[src/rtl/remap_accel_mul_pipe.sv]
// -----------------------------------------------------------------------------
// remap_accel_mul_pipe
//   Pipelined multiplier for the remap coordinate/interpolation datapath.
//   Per-transaction operand signedness, runtime arithmetic right shift with
//   round-half-up, output saturation to P_W bits, and a tag sideband that
//   travels with each operation. A valid/ready handshake gives back-pressure.
//   The whole pipeline freezes while the output is stalled; bubbles are not
//   squeezed out.
//
//   Ranks: S1 operand register, then NUM_STAGE-1 product ranks (the first
//   forms the full product, the rest are pure delay), then the output register
//   where rounding, shift and saturation are applied. An op accepted on edge k
//   is visible on the outputs after edge k+NUM_STAGE. NUM_STAGE legal: 3..8.
//
// Ports
//   clk        clock, rising edge
//   reset_n    asynchronous active-low reset
//   in_valid   operands presented            in_ready  accepts this cycle
//   in_a/in_b  operands                      in_sign_a/in_sign_b  1: signed
//   in_shift   right shift of full product   in_tag    sideband
//   out_valid  result present                out_ready downstream accepts
//   out_p      rounded/shifted/saturated     out_sat   1: out_p clamped
//   out_tag    tag of this result
// -----------------------------------------------------------------------------
module remap_accel_mul_pipe #(
  parameter int A_W       = 11,
  parameter int B_W       = 11,
  parameter int P_W       = 22,
  parameter int SH_W      = 5,
  parameter int TAG_W     = 4,
  parameter int NUM_STAGE = 4
) (
  input  logic             clk,
  input  logic             reset_n,
  input  logic             in_valid,
  output logic             in_ready,
  input  logic [A_W-1:0]   in_a,
  input  logic [B_W-1:0]   in_b,
  input  logic             in_sign_a,
  input  logic             in_sign_b,
  input  logic [SH_W-1:0]  in_shift,
  input  logic [TAG_W-1:0] in_tag,
  output logic             out_valid,
  input  logic             out_ready,
  output logic [P_W-1:0]   out_p,
  output logic             out_sat,
  output logic [TAG_W-1:0] out_tag
);

  localparam int FPW = A_W + B_W + 2;            // full signed product width
  localparam int EW  = FPW + 1;                  // rounding add cannot overflow here
  localparam int D   = NUM_STAGE - 1;            // product/delay ranks
  localparam int CW  = (EW > P_W + 1) ? EW : P_W + 1;

  localparam logic signed [CW-1:0] LIM_UMAX = {{(CW-P_W){1'b0}}, {P_W{1'b1}}};
  localparam logic signed [CW-1:0] LIM_SMAX = LIM_UMAX >> 1;
  localparam logic signed [CW-1:0] LIM_SMIN = ~LIM_SMAX;

  logic adv;

  assign in_ready = ~(out_valid & ~out_ready);
  assign adv      = in_ready;

  // S1: operand register
  logic             s1_v, s1_sa, s1_sb;
  logic [A_W-1:0]   s1_a;
  logic [B_W-1:0]   s1_b;
  logic [SH_W-1:0]  s1_sh;
  logic [TAG_W-1:0] s1_tag;

  always_ff @(posedge clk or negedge reset_n) begin
    if (!reset_n) begin
      s1_v   <= 1'b0;
      s1_sa  <= 1'b0;
      s1_sb  <= 1'b0;
      s1_a   <= '0;
      s1_b   <= '0;
      s1_sh  <= '0;
      s1_tag <= '0;
    end else if (adv) begin
      s1_v   <= in_valid;
      s1_sa  <= in_sign_a;
      s1_sb  <= in_sign_b;
      s1_a   <= in_a;
      s1_b   <= in_b;
      s1_sh  <= in_shift;
      s1_tag <= in_tag;
    end
  end

  // One extra bit per operand lets a single signed multiply cover all four
  // signedness combinations.
  logic signed [A_W:0]     a_ext;
  logic signed [B_W:0]     b_ext;
  logic signed [FPW-1:0]   fp_new;

  assign a_ext  = {s1_sa & s1_a[A_W-1], s1_a};
  assign b_ext  = {s1_sb & s1_b[B_W-1], s1_b};
  assign fp_new = FPW'(a_ext) * FPW'(b_ext);

  // Product rank 0 holds the product, later ranks only delay it.
  logic                  pd_v   [D];
  logic signed [FPW-1:0] pd_fp  [D];
  logic                  pd_sgn [D];
  logic [SH_W-1:0]       pd_sh  [D];
  logic [TAG_W-1:0]      pd_tag [D];

  always_ff @(posedge clk or negedge reset_n) begin
    if (!reset_n) begin
      for (int i = 0; i < D; i++) begin
        pd_v[i]   <= 1'b0;
        pd_fp[i]  <= '0;
        pd_sgn[i] <= 1'b0;
        pd_sh[i]  <= '0;
        pd_tag[i] <= '0;
      end
    end else if (adv) begin
      pd_v[0]   <= s1_v;
      pd_fp[0]  <= fp_new;
      pd_sgn[0] <= s1_sa | s1_sb;
      pd_sh[0]  <= s1_sh;
      pd_tag[0] <= s1_tag;
      for (int i = 1; i < D; i++) begin
        pd_v[i]   <= pd_v[i-1];
        pd_fp[i]  <= pd_fp[i-1];
        pd_sgn[i] <= pd_sgn[i-1];
        pd_sh[i]  <= pd_sh[i-1];
        pd_tag[i] <= pd_tag[i-1];
      end
    end
  end

  // Final stage: round-half-up, arithmetic shift, saturate.
  logic signed [EW-1:0] fp_x, rnd, sum, r;
  logic signed [CW-1:0] r_w, r_sat;
  logic                 sat_next;
  logic [SH_W-1:0]      sh_f;

  assign sh_f = pd_sh[D-1];

  always_comb begin
    fp_x     = EW'(pd_fp[D-1]);
    rnd      = EW'(1) << (sh_f - 1'b1);
    sum      = fp_x + rnd;
    r        = fp_x;
    sat_next = 1'b0;
    if (sh_f == '0) begin
      r = fp_x;
    end else if (int'(sh_f) >= FPW) begin
      // Everything shifted out: only the sign survives.
      r = fp_x[EW-1] ? '1 : '0;
    end else begin
      r = sum >>> sh_f;
    end
    r_w   = CW'(r);
    r_sat = r_w;
    if (pd_sgn[D-1]) begin
      if (r_w > LIM_SMAX) begin
        r_sat    = LIM_SMAX;
        sat_next = 1'b1;
      end else if (r_w < LIM_SMIN) begin
        r_sat    = LIM_SMIN;
        sat_next = 1'b1;
      end
    end else begin
      if (r_w > LIM_UMAX) begin
        r_sat    = LIM_UMAX;
        sat_next = 1'b1;
      end else if (r_w < 0) begin
        r_sat    = '0;
        sat_next = 1'b1;
      end
    end
  end

  always_ff @(posedge clk or negedge reset_n) begin
    if (!reset_n) begin
      out_valid <= 1'b0;
      out_p     <= '0;
      out_sat   <= 1'b0;
      out_tag   <= '0;
    end else if (adv) begin
      out_valid <= pd_v[D-1];
      out_p     <= r_sat[P_W-1:0];
      out_sat   <= sat_next;
      out_tag   <= pd_tag[D-1];
    end
  end

endmodule

[config.mk]
export PLATFORM = sky130hd
export DESIGN_NAME = remap_accel_mul_pipe
export DESIGN_NICKNAME = d
export VERILOG_FILES = /design/src/rtl/remap_accel_mul_pipe.sv
export SDC_FILE = /design/constraint.sdc
export NUM_CORES = 1
export LEC_CHECK = 0
export ABC_AREA = 1
export BUFFER_PORTS_ARGS = -buffer_cell sky130_fd_sc_hd__buf_4
export CAP_MARGIN = 0
export CORE_ASPECT_RATIO = 2
export CORE_MARGIN = 5
export CORE_UTILIZATION = 45
export DETAILED_ROUTE_END_ITERATION = 7
export GPL_TIMING_DRIVEN = 0
export PLACE_DENSITY = 0.57
export SLEW_MARGIN = 25
export SYNTH_ARGS = -nofsm -noshare
export SYNTH_HDL_FRONTEND = slang
export SYNTH_SLANG_ARGS = --single-unit
[constraint.sdc]
create_clock -name clk -period 6.7 [get_ports clk]
set_input_delay 1.34 -clock clk [delete_from_list [all_inputs] [get_ports clk]]
set_output_delay 1.34 -clock clk [all_outputs]
set_load 0.01 [all_outputs]
Word level (Yosys, flattened, before mapping)
Cells that the tools add are included.
- flip-flop bits (word level): 167
- memories: 0
- bits in latches: 0
- RAM bits: 0
- output and inout bits: 29
- bits in read-only memories: 0
- input bits: 37
- equality and inequality tests: 0
- order comparisons: 5
- mux-type cells: 13
- bitwise operators: 6
- shift operators: 2
- reductions and logical operators: 1
- add/subtract/negate cells: 2
- multipliers: 1
- div/mod/pow operators: 0
- operators by type and width (cell ; count):
    22-bit two-way mux ; 5
    25-bit two-way mux ; 3
    24-bit by 25-bit adder with 25-bit output ; 1
    25-bit by 22-bit > comparator with 1-bit output (second input constant) ; 1
    25-bit by 23-bit > comparator with 1-bit output (second input constant) ; 1
    25-bit by 1-bit < comparator with 1-bit output (second input constant) ; 1
    25-bit by 22-bit < comparator with 1-bit output (second input constant) ; 1
    1-bit by 5-bit << shifter with 25-bit output (first input constant) ; 1
    25-bit by 5-bit >>> shifter with 25-bit output ; 1
    12-bit by 12-bit multiplier with 24-bit output ; 1
    5-bit >= comparator (second input constant) ; 1
    5-bit logical NOT ; 1
    1-bit two-way mux ; 5
    5-bit by 1-bit subtractor with 5-bit output (second input constant) ; 1
    1-bit bitwise AND ; 3
    1-bit NOT ; 2
    1-bit OR ; 1

Logic depth before layout (Yosys ltp)
Gate-level depths: netlist (run 1).
- depth after elaboration: 10
- depth in mapped cells: 37
- depth with buffers taken out: 34

Worst setup path before layout (run 1)
No wires, ideal clock.
- kind: register to register
- start point: register s1_a[10]
- end point: register pd_fp[70] in the netlist's numbering
- data arrival time: 4.890 ns
- period minus slack after synthesis: 5.025 ns
- setup time: 0.135 ns
- data required time: 6.565 ns
- buffers on the path: 1
- slack: 1.675 ns
- stages on the path, launching flop included: 21
- cells stage by stage: dfrtp_1 nand2_1 clkbuf_1 nor2_1 fa_1 inv_1 fa_1 inv_1 fa_1 fa_1 fa_1 ha_1 a21oi_1 o21ai_0 a21oi_1 o21ai_0 nand2_1 nand2_1 a21oi_1 xor2_1 o21ai_0
- cells in the longest elaborated chain, start to end: 2
- RTL lines (element ; line ; source):
    start: declaration ; 66 ; logic [A_W-1:0] s1_a;
    start signal: assignment ; 84 ; s1_a <= in_a;
    1-bit bitwise AND ; 97 ; assign a_ext = {s1_sa & s1_a[A_W-1], s1_a};
    12-bit by 12-bit multiplier with 24-bit output (*) ; 99 ; assign fp_new = FPW'(a_ext) * FPW'(b_ext);
    end signal: indexed assignment ; 125 ; pd_fp[i] <= pd_fp[i-1];
    end: declaration ; 103 ; logic signed [FPW-1:0] pd_fp [D];
Every way passes the cells marked *; elsewhere a longest branch is shown, timed or not.
A chain may end at the register's enable or synchronous reset.

Final worst setup path (run 1)
- start point: register s1_a[10]
- end point: register pd_fp[71] in the netlist's numbering
The elaborated chain is that of the path after synthesis.

==> metrics, run 1 <==
diode count 0; reg-to-reg endpoint pd_fp[71]; detailed placement HPWL 44,500 µm; antenna-violating nets left 0; Final Slew Violations 0; Achievable Freq 162 MHz; root buffer cell clkbuf_16; final setup skew 0.0183 ns; EDFF count, synth 0; post-synthesis sequential area ratio 0.267; TritonCTS clock tree done; GR Util All Layers 0.282; die span in y 274 µm; Buf/Inv on CP 3; post-layout min period 6.16 ns; first-pass detailed-route iteration total 5; GRT overflow 0; Reg-to-Reg Start s1_a[10]; CP startpoint kind flop; Vias/cell 5.14; CP max FO 10; Post-synth ARST share 1.00; first-pass GRT wire length 82,500 µm; H-tree Lvls 4; crit share post-route 0.920; outcome completed; beginning of the critical path s1_a[10]; Synth cell types 42; R2R Setup Slk 0.54 ns; placed cell count 2,691; CTS sink cnt 167; # DRC 0; Port Buffers 65; Max Cap Viol 0; crit path cell chain nand2_1 -> clkbuf_1 -> nor2_1 -> fa_1 -> inv_1 -> fa_1 -> inv_1 -> fa_1 -> fa_1 -> fa_1 -> ha_1 -> a21oi_1 -> o21ai_0 -> a21oi_1 -> nand2_1 -> nand2_1 -> nand2_1 -> a21oi_1 -> xnor2_1 -> o21ai_0; final net count 2,520; CTS Buffer Depth 2; fin cells 2,723; crit path max-delay cell type fa_1; Wirelength per Cell 19.3 µm; multi-input logic area 0.00964 mm²; Syn Nets 2,435; setup_tns 0 ns; post-cts sizing count 0; CP max stage delay 0.73 ns; initial antenna violation count 0; Initial Utilization 0.455; share of layout cells above drive strength 1 0.0697; drt initial violations 761; element type at the critical path end flop; Filler cells 3,625; worst setup path endpoint pd_fp[71]; drt total wl 52,500 µm; num rows 96; YS warnings 0; Area Overhead vs Synth 10.6%; Top delay family on crit path adder cells; setup repair bufs after CTS 0; max_slew headroom 0.418; RePlAce Congestion 1.01; WS Path Type reg2reg; Req. time, crit path 7.00 ns; via count 14,000; critical path's most frequent cell fa_1; Synth Area per Inst 7.15 µm²; Die ar. 0.0388 mm²; critical path depth in cells 20; Slew @ Worst Pin 0.873 ns; Die Wd 142 µm; Worst EP arrival 6.47 ns; hold_buf cts 0; RSZ-0062 raised after global routing false; largest net degree at the start of global routing 91; vias in the first global route 15,100; clock slew at reported path FFs 0.07 ns; Cell Area, Synth 0.0156 mm²; FF/Latch Area 0.00418 mm²; worst skew pair latency 0.45 ns; Synth Instances 2,184; Core Region 0.0344 mm²; Hold WC Path Type reg2reg; FF+latch count, synth 167; CTS Buf Count 17; IO Count 66; ys flop type dfrtp_1; Setup violations, final 0; worst reg-to-reg path cell count 20; Fin. Hold Viols 0
## Yosys cell counts (2+ instances only)
master	number	area share
buf_6	7	0.0050
inv_2	6	0.0014
clkinv_1	3	0.00072
nand3b_1	3	0.0014
o21ai_0	134	0.043
o211ai_1	3	0.0014
inv_1	356	0.086
nand2_2	11	0.0044
dfrtp_1	167	0.27
nor2_2	5	0.0020
xnor2_1	12	0.0067
buf_1	11	0.0026
buf_2	9	0.0029
fa_1	140	0.18
nand3_1	178	0.057
nand2_4	2	0.0014
ha_1	74	0.059
a31oi_1	2	0.00080
a21oi_1	50	0.016
or2_2	6	0.0024
nand2_1	788	0.19
clkbuf_1	68	0.016
nor3_1	9	0.0029
nor2_4	2	0.0014
nor2_1	84	0.020
nand4_1	11	0.0044
nand3_2	8	0.0051
xor2_1	21	0.012
## cell families (layout without fill, tap and decap cells)
group,count (synthesis),in the layout,synth area share
DFF,167,167,0.267
muxes,1,1,0.000641
buffers and inverters,462,560,0.115
and+or+nand+nor,1110,1110,0.294
xor gates and xnor gates,34,34,0.0195
adders and majority gates,214,214,0.239
AOI/OAI and AO/OA,196,196,0.0645
## cells in the final DEF, fill, tap and decap left out, types with 50 or more instances in the layout
master and instances:
nor2_1 84, o21ai_0 134, fa_1 140, dfrtp_1 167, inv_1 356, nand2_1 788, clkbuf_1 69, a21oi_1 50
nand3_1 178, buf_4 65, ha_1 74
## how the worst min path moves through the flow
stage / slack, ns / endpoint / cells after the start / from
6_report: 0.46 / pd_sh[5] / 2 / pd_sh[10]
5_1_grt: 0.50 / pd_sgn[1] / 2 / pd_sgn[2]
4_1_cts: 0.47 / pd_sgn[1] / 2 / pd_sgn[2]
3_5_place_dp: 0.45 / pd_sgn[1] / 2 / pd_sgn[2]
3_3_place_gp: 0.45 / pd_tag[7] / 2 / pd_tag[11]
2_1_floorplan: 0.42 / out_valid / 2 / pd_v[0]
## cell type report
cell class,instances,area share
Sequential cell,167,0.242
Multi-Input combinational cell,1555,0.558
Timing Repair Buffer,66,0.0303
Clock inverter,12,0.00760
Tap cell,441,0.0319
Inverter,366,0.0796
Clock buffer,20,0.0264
Buffer,96,0.0248
## flip-flops by register name, indices dropped and copies added (netlist names)
signal,count
s1_v,1
out_tag,4
s1_sa,1
out_valid,1
sh_f,5
s1_b,11
pd_v,3
pd_tag,12
pd_sh,10
s1_tag,4
s1_a,11
s1_sb,1
pd_fp,48
pd_sgn,3
out_p,22
fp_x,24
out_sat,1
s1_sh,5
## worst register-to-register path: stages (launching register included)
cell and delay [ns]:
dfrtp_1 0.50, nand2_1 0.17, clkbuf_1 0.47, nor2_1 0.27
fa_1 0.73, inv_1 0.16, fa_1 0.50, inv_1 0.05
fa_1 0.47, fa_1 0.53, fa_1 0.50, ha_1 0.35
a21oi_1 0.27, o21ai_0 0.18, a21oi_1 0.15, nand2_1 0.11
nand2_1 0.09, nand2_1 0.07, a21oi_1 0.15, xnor2_1 0.18
o21ai_0 0.11
## through the flow
stage                     area [µm²]  utilization  hold slack (ns)  setup WS (ns)
after detailed placement       16700        0.486            0.453          0.492
after global placement         16700        0.485            0.451          0.523
after global routing           17300        0.503            0.496          0.115
after CTS                      17300        0.503            0.471          0.486
final                          17300        0.503            0.464          0.536
after floorplan                15600            -            0.420           1.67
## metal layers
layer,part of all wire,global-route usage
met3,0.026,0.0299
met2,0.57,0.555
met1,0.31,0.253
met4,0.093,0.214
met5,0,0
Power of run 1 is left out: the tool's default activity adds up to more than one toggle a clock period on the data nets, which glitch-free logic cannot reach.
==> run 2, diff against run 1 <==
ABC_AREA = unset   (was 1)
clock period = 7 ns   (was 6.7 ns; I/O delays follow)
==> metrics, run 2 <==
outcome completed (unchanged); GRT overflow 0 (unchanged); Yosys top cell by area dfrtp_1 (unchanged); Synth Instances 1,825 (was 2,184); final setup skew 0.0111 ns (was 0.0183 ns); Setup violations, final 0 (unchanged); Synth cell types 91 (was 42); Achievable Freq 148 MHz (was 162 MHz); fin cells 2,359 (was 2,723); fin area 0.0170 mm² (was 0.0173 mm²); drt initial violations 683 (was 761); max_slew headroom 0.309 (was 0.418); crit share post-route 0.968 (was 0.920); detailed placement HPWL 46,600 µm (was 44,500 µm); CP startpoint kind flop (unchanged); element type at the critical path end flop (unchanged); Req. time, crit path 7.30 ns (was 7.00 ns); setup repair bufs after CTS 0 (unchanged); largest net degree at the start of global routing 78 (was 91); Die ar. 0.0381 mm² (was 0.0388 mm²); antenna-violating nets left 0 (unchanged); Slew @ Worst Pin 1.03 ns (was 0.873 ns); Cell Area, Synth 0.0153 mm² (was 0.0156 mm²); # DRC 0 (unchanged); most common cell after layout, fill and taps aside nand2_1 (unchanged); CTS Buffer Depth 2 (unchanged); Synth top area share 0.273 (was 0.267); num rows 95 (was 96); Final Slew Violations 0 (unchanged); H-tree Lvls 4 (unchanged); Synth top cells by count nand2_1, dfrtp_1, inv_1 (was nand2_1, inv_1, nand3_1); Initial Utilization 0.455 (about the same); CP max FO 10 (unchanged); Final Util 0.506 (was 0.503); Most Used Layer, Global Route met2 (unchanged); Filler cells 3,339 (was 3,625); Most flops, register pd_fp (unchanged); Post-synth ARST share 1.00 (unchanged); Max Cap Viol 0 (unchanged); Core Region 0.0336 mm² (was 0.0344 mm²); root buffer cell clkbuf_16 (unchanged); Port Buffers 65 (unchanged); FF/Latch Area 0.00418 mm² (unchanged); hold_buf cts 0 (unchanged); Area contributors post-synth dfrtp_1, fa_1, nand2_1 (was dfrtp_1, nand2_1, fa_1); IO Count 66 (unchanged); RePlAce Congestion 1.02 (was 1.01); most common cell in the synthesized netlist nand2_1 (unchanged); Wirelength per Cell 23.3 µm (was 19.3 µm); most frequent cells in the layout nand2_1, dfrtp_1, inv_1, fa_1, nor2_1 (was nand2_1, inv_1, nand3_1, dfrtp_1, fa_1); EDFF count, synth 0 (unchanged); initial antenna violation count 1 (was 0); die span in y 271 µm (was 274 µm); met2 Track Usage GR 0.593 (was 0.555); WS Path Type reg2reg (unchanged); placed cell count 2,328 (was 2,691); R2R Setup Slk 0.22 ns (was 0.54 ns); first-pass detailed-route iteration total 5 (unchanged); diode count 0 (unchanged); CTS sink cnt 167 (unchanged); vias in the first global route 14,000 (was 15,100); post-synthesis sequential area ratio 0.273 (was 0.267); Placed Area 0.0164 mm² (was 0.0167 mm²); Synth Area per Inst 8.39 µm² (was 7.15 µm²); Die Wd 140 µm (was 142 µm); final net count 2,162 (was 2,520); via count 13,100 (was 14,000); Area Overhead vs Synth 11.1% (was 10.6%); first-pass GRT wire length 83,700 µm (was 82,500 µm); multi-input logic area 0.0102 mm² (was 0.00964 mm²); share of layout cells above drive strength 1 0.0900 (was 0.0697); TritonCTS clock tree done (unchanged); post-layout min period 6.78 ns (was 6.16 ns); drt total wl 55,000 µm (was 52,500 µm); clock slew at reported path FFs 0.07 ns (about the same); max FFs per register 48 (unchanged); met3 Use GR 0.0311 (was 0.0299); Syn Nets 2,076 (was 2,435); setup_tns 0 ns (unchanged); ys flop type dfrtp_1 (unchanged); worst skew pair latency 0.44 ns (was 0.45 ns); Hold WC Path Type reg2reg (unchanged); Fin. Hold Viols 0 (unchanged); M1 GR Usage 0.256 (was 0.253); CTS Buf Count 17 (unchanged); YS warnings 0 (unchanged); FF+latch count, synth 167 (unchanged); Worst EP arrival 7.08 ns (was 6.47 ns); GR Util All Layers 0.295 (was 0.282); Vias/cell 5.57 (was 5.14)
==> run 2: cell types whose count changed after synthesis, sizes merged, moves of 15 or more <==
cell,delta
nand2,-273
inv,-205
nand3,-163
o21ai,-67
and2,+55
a21o,+26
a211oi,+25
nor3,+18
a21oi,+17
a31oi,+15
==> run 2: kinds of logic after synthesis <==
family | share of synthesized area
mux | 0.0245
fa+ha+maj | 0.243
flops | 0.273
buf+inv | 0.0655
simple gates | 0.224
xor+xnor | 0.0240
compound gates | 0.146
==> run 2: cell type report <==
type,instances,share of cell area
multi-input combinational,1398,0.597
sequential,167,0.246
inverter,160,0.0353
timing repair buffer,67,0.0323
tap,436,0.0320
clock buffer,18,0.0258
buffer,100,0.0238
clock inverter,13,0.00809
==> run 2: repair_timing <==
item | CTS | global route
gates resized for setup | 0 | 6
setup endpoints to repair | 0 | 12
endpoints found under the hold margin | 0 | 0
==> run 2: final timing paths <==
check	startpoint	end	cells past startpoint
worst max register to register	sh_f[3]	out_p[20]	19
worst min register to register	pd_v[0]	pd_v[0]	2
min in group asynchronous	reset_n	s1_b[3]	1
worst min-delay path	pd_v[0]	pd_v[0]	2
max in group asynchronous	reset_n	pd_tag[3]	3
worst max-delay path	sh_f[3]	out_p[20]	19
==> run 2: through the flow <==
step           setup WS, ns  hold slack, ns
2_1_floorplan          1.56           0.430
4_1_cts              0.0274           0.470
3_5_place_dp         0.0712           0.455
5_1_grt            -0.00118           0.477
6_report              0.224           0.461
3_3_place_gp         -0.358           0.445
==> run 2: critical path: stages (launching register included) <==
cell and delay [ns]:
dfrtp_1 0.39, buf_1 0.48, clkinv_1 0.58, nor2_1 0.38
clkbuf_1 0.51, nand2_1 0.23, nor2_1 0.15, ha_1 0.36
and3_1 0.24, a2111oi_0 0.80, or4_1 0.24, a21o_1 0.14
o221ai_2 0.27, mux2i_2 0.37, nor4_4 0.09, o32ai_4 0.46
o21ai_2 0.15, nand2_1 0.31, buf_2 0.39, o21ai_1 0.13
==> run 2: layer usage <==
layer	up-vias	part of all wire
li1	6191	-
met1	6432	0.30
met2	356	0.58
met3	168	0.025
met4	0	0.092
met5	-	0
Power of run 2 is left out for the same reason.
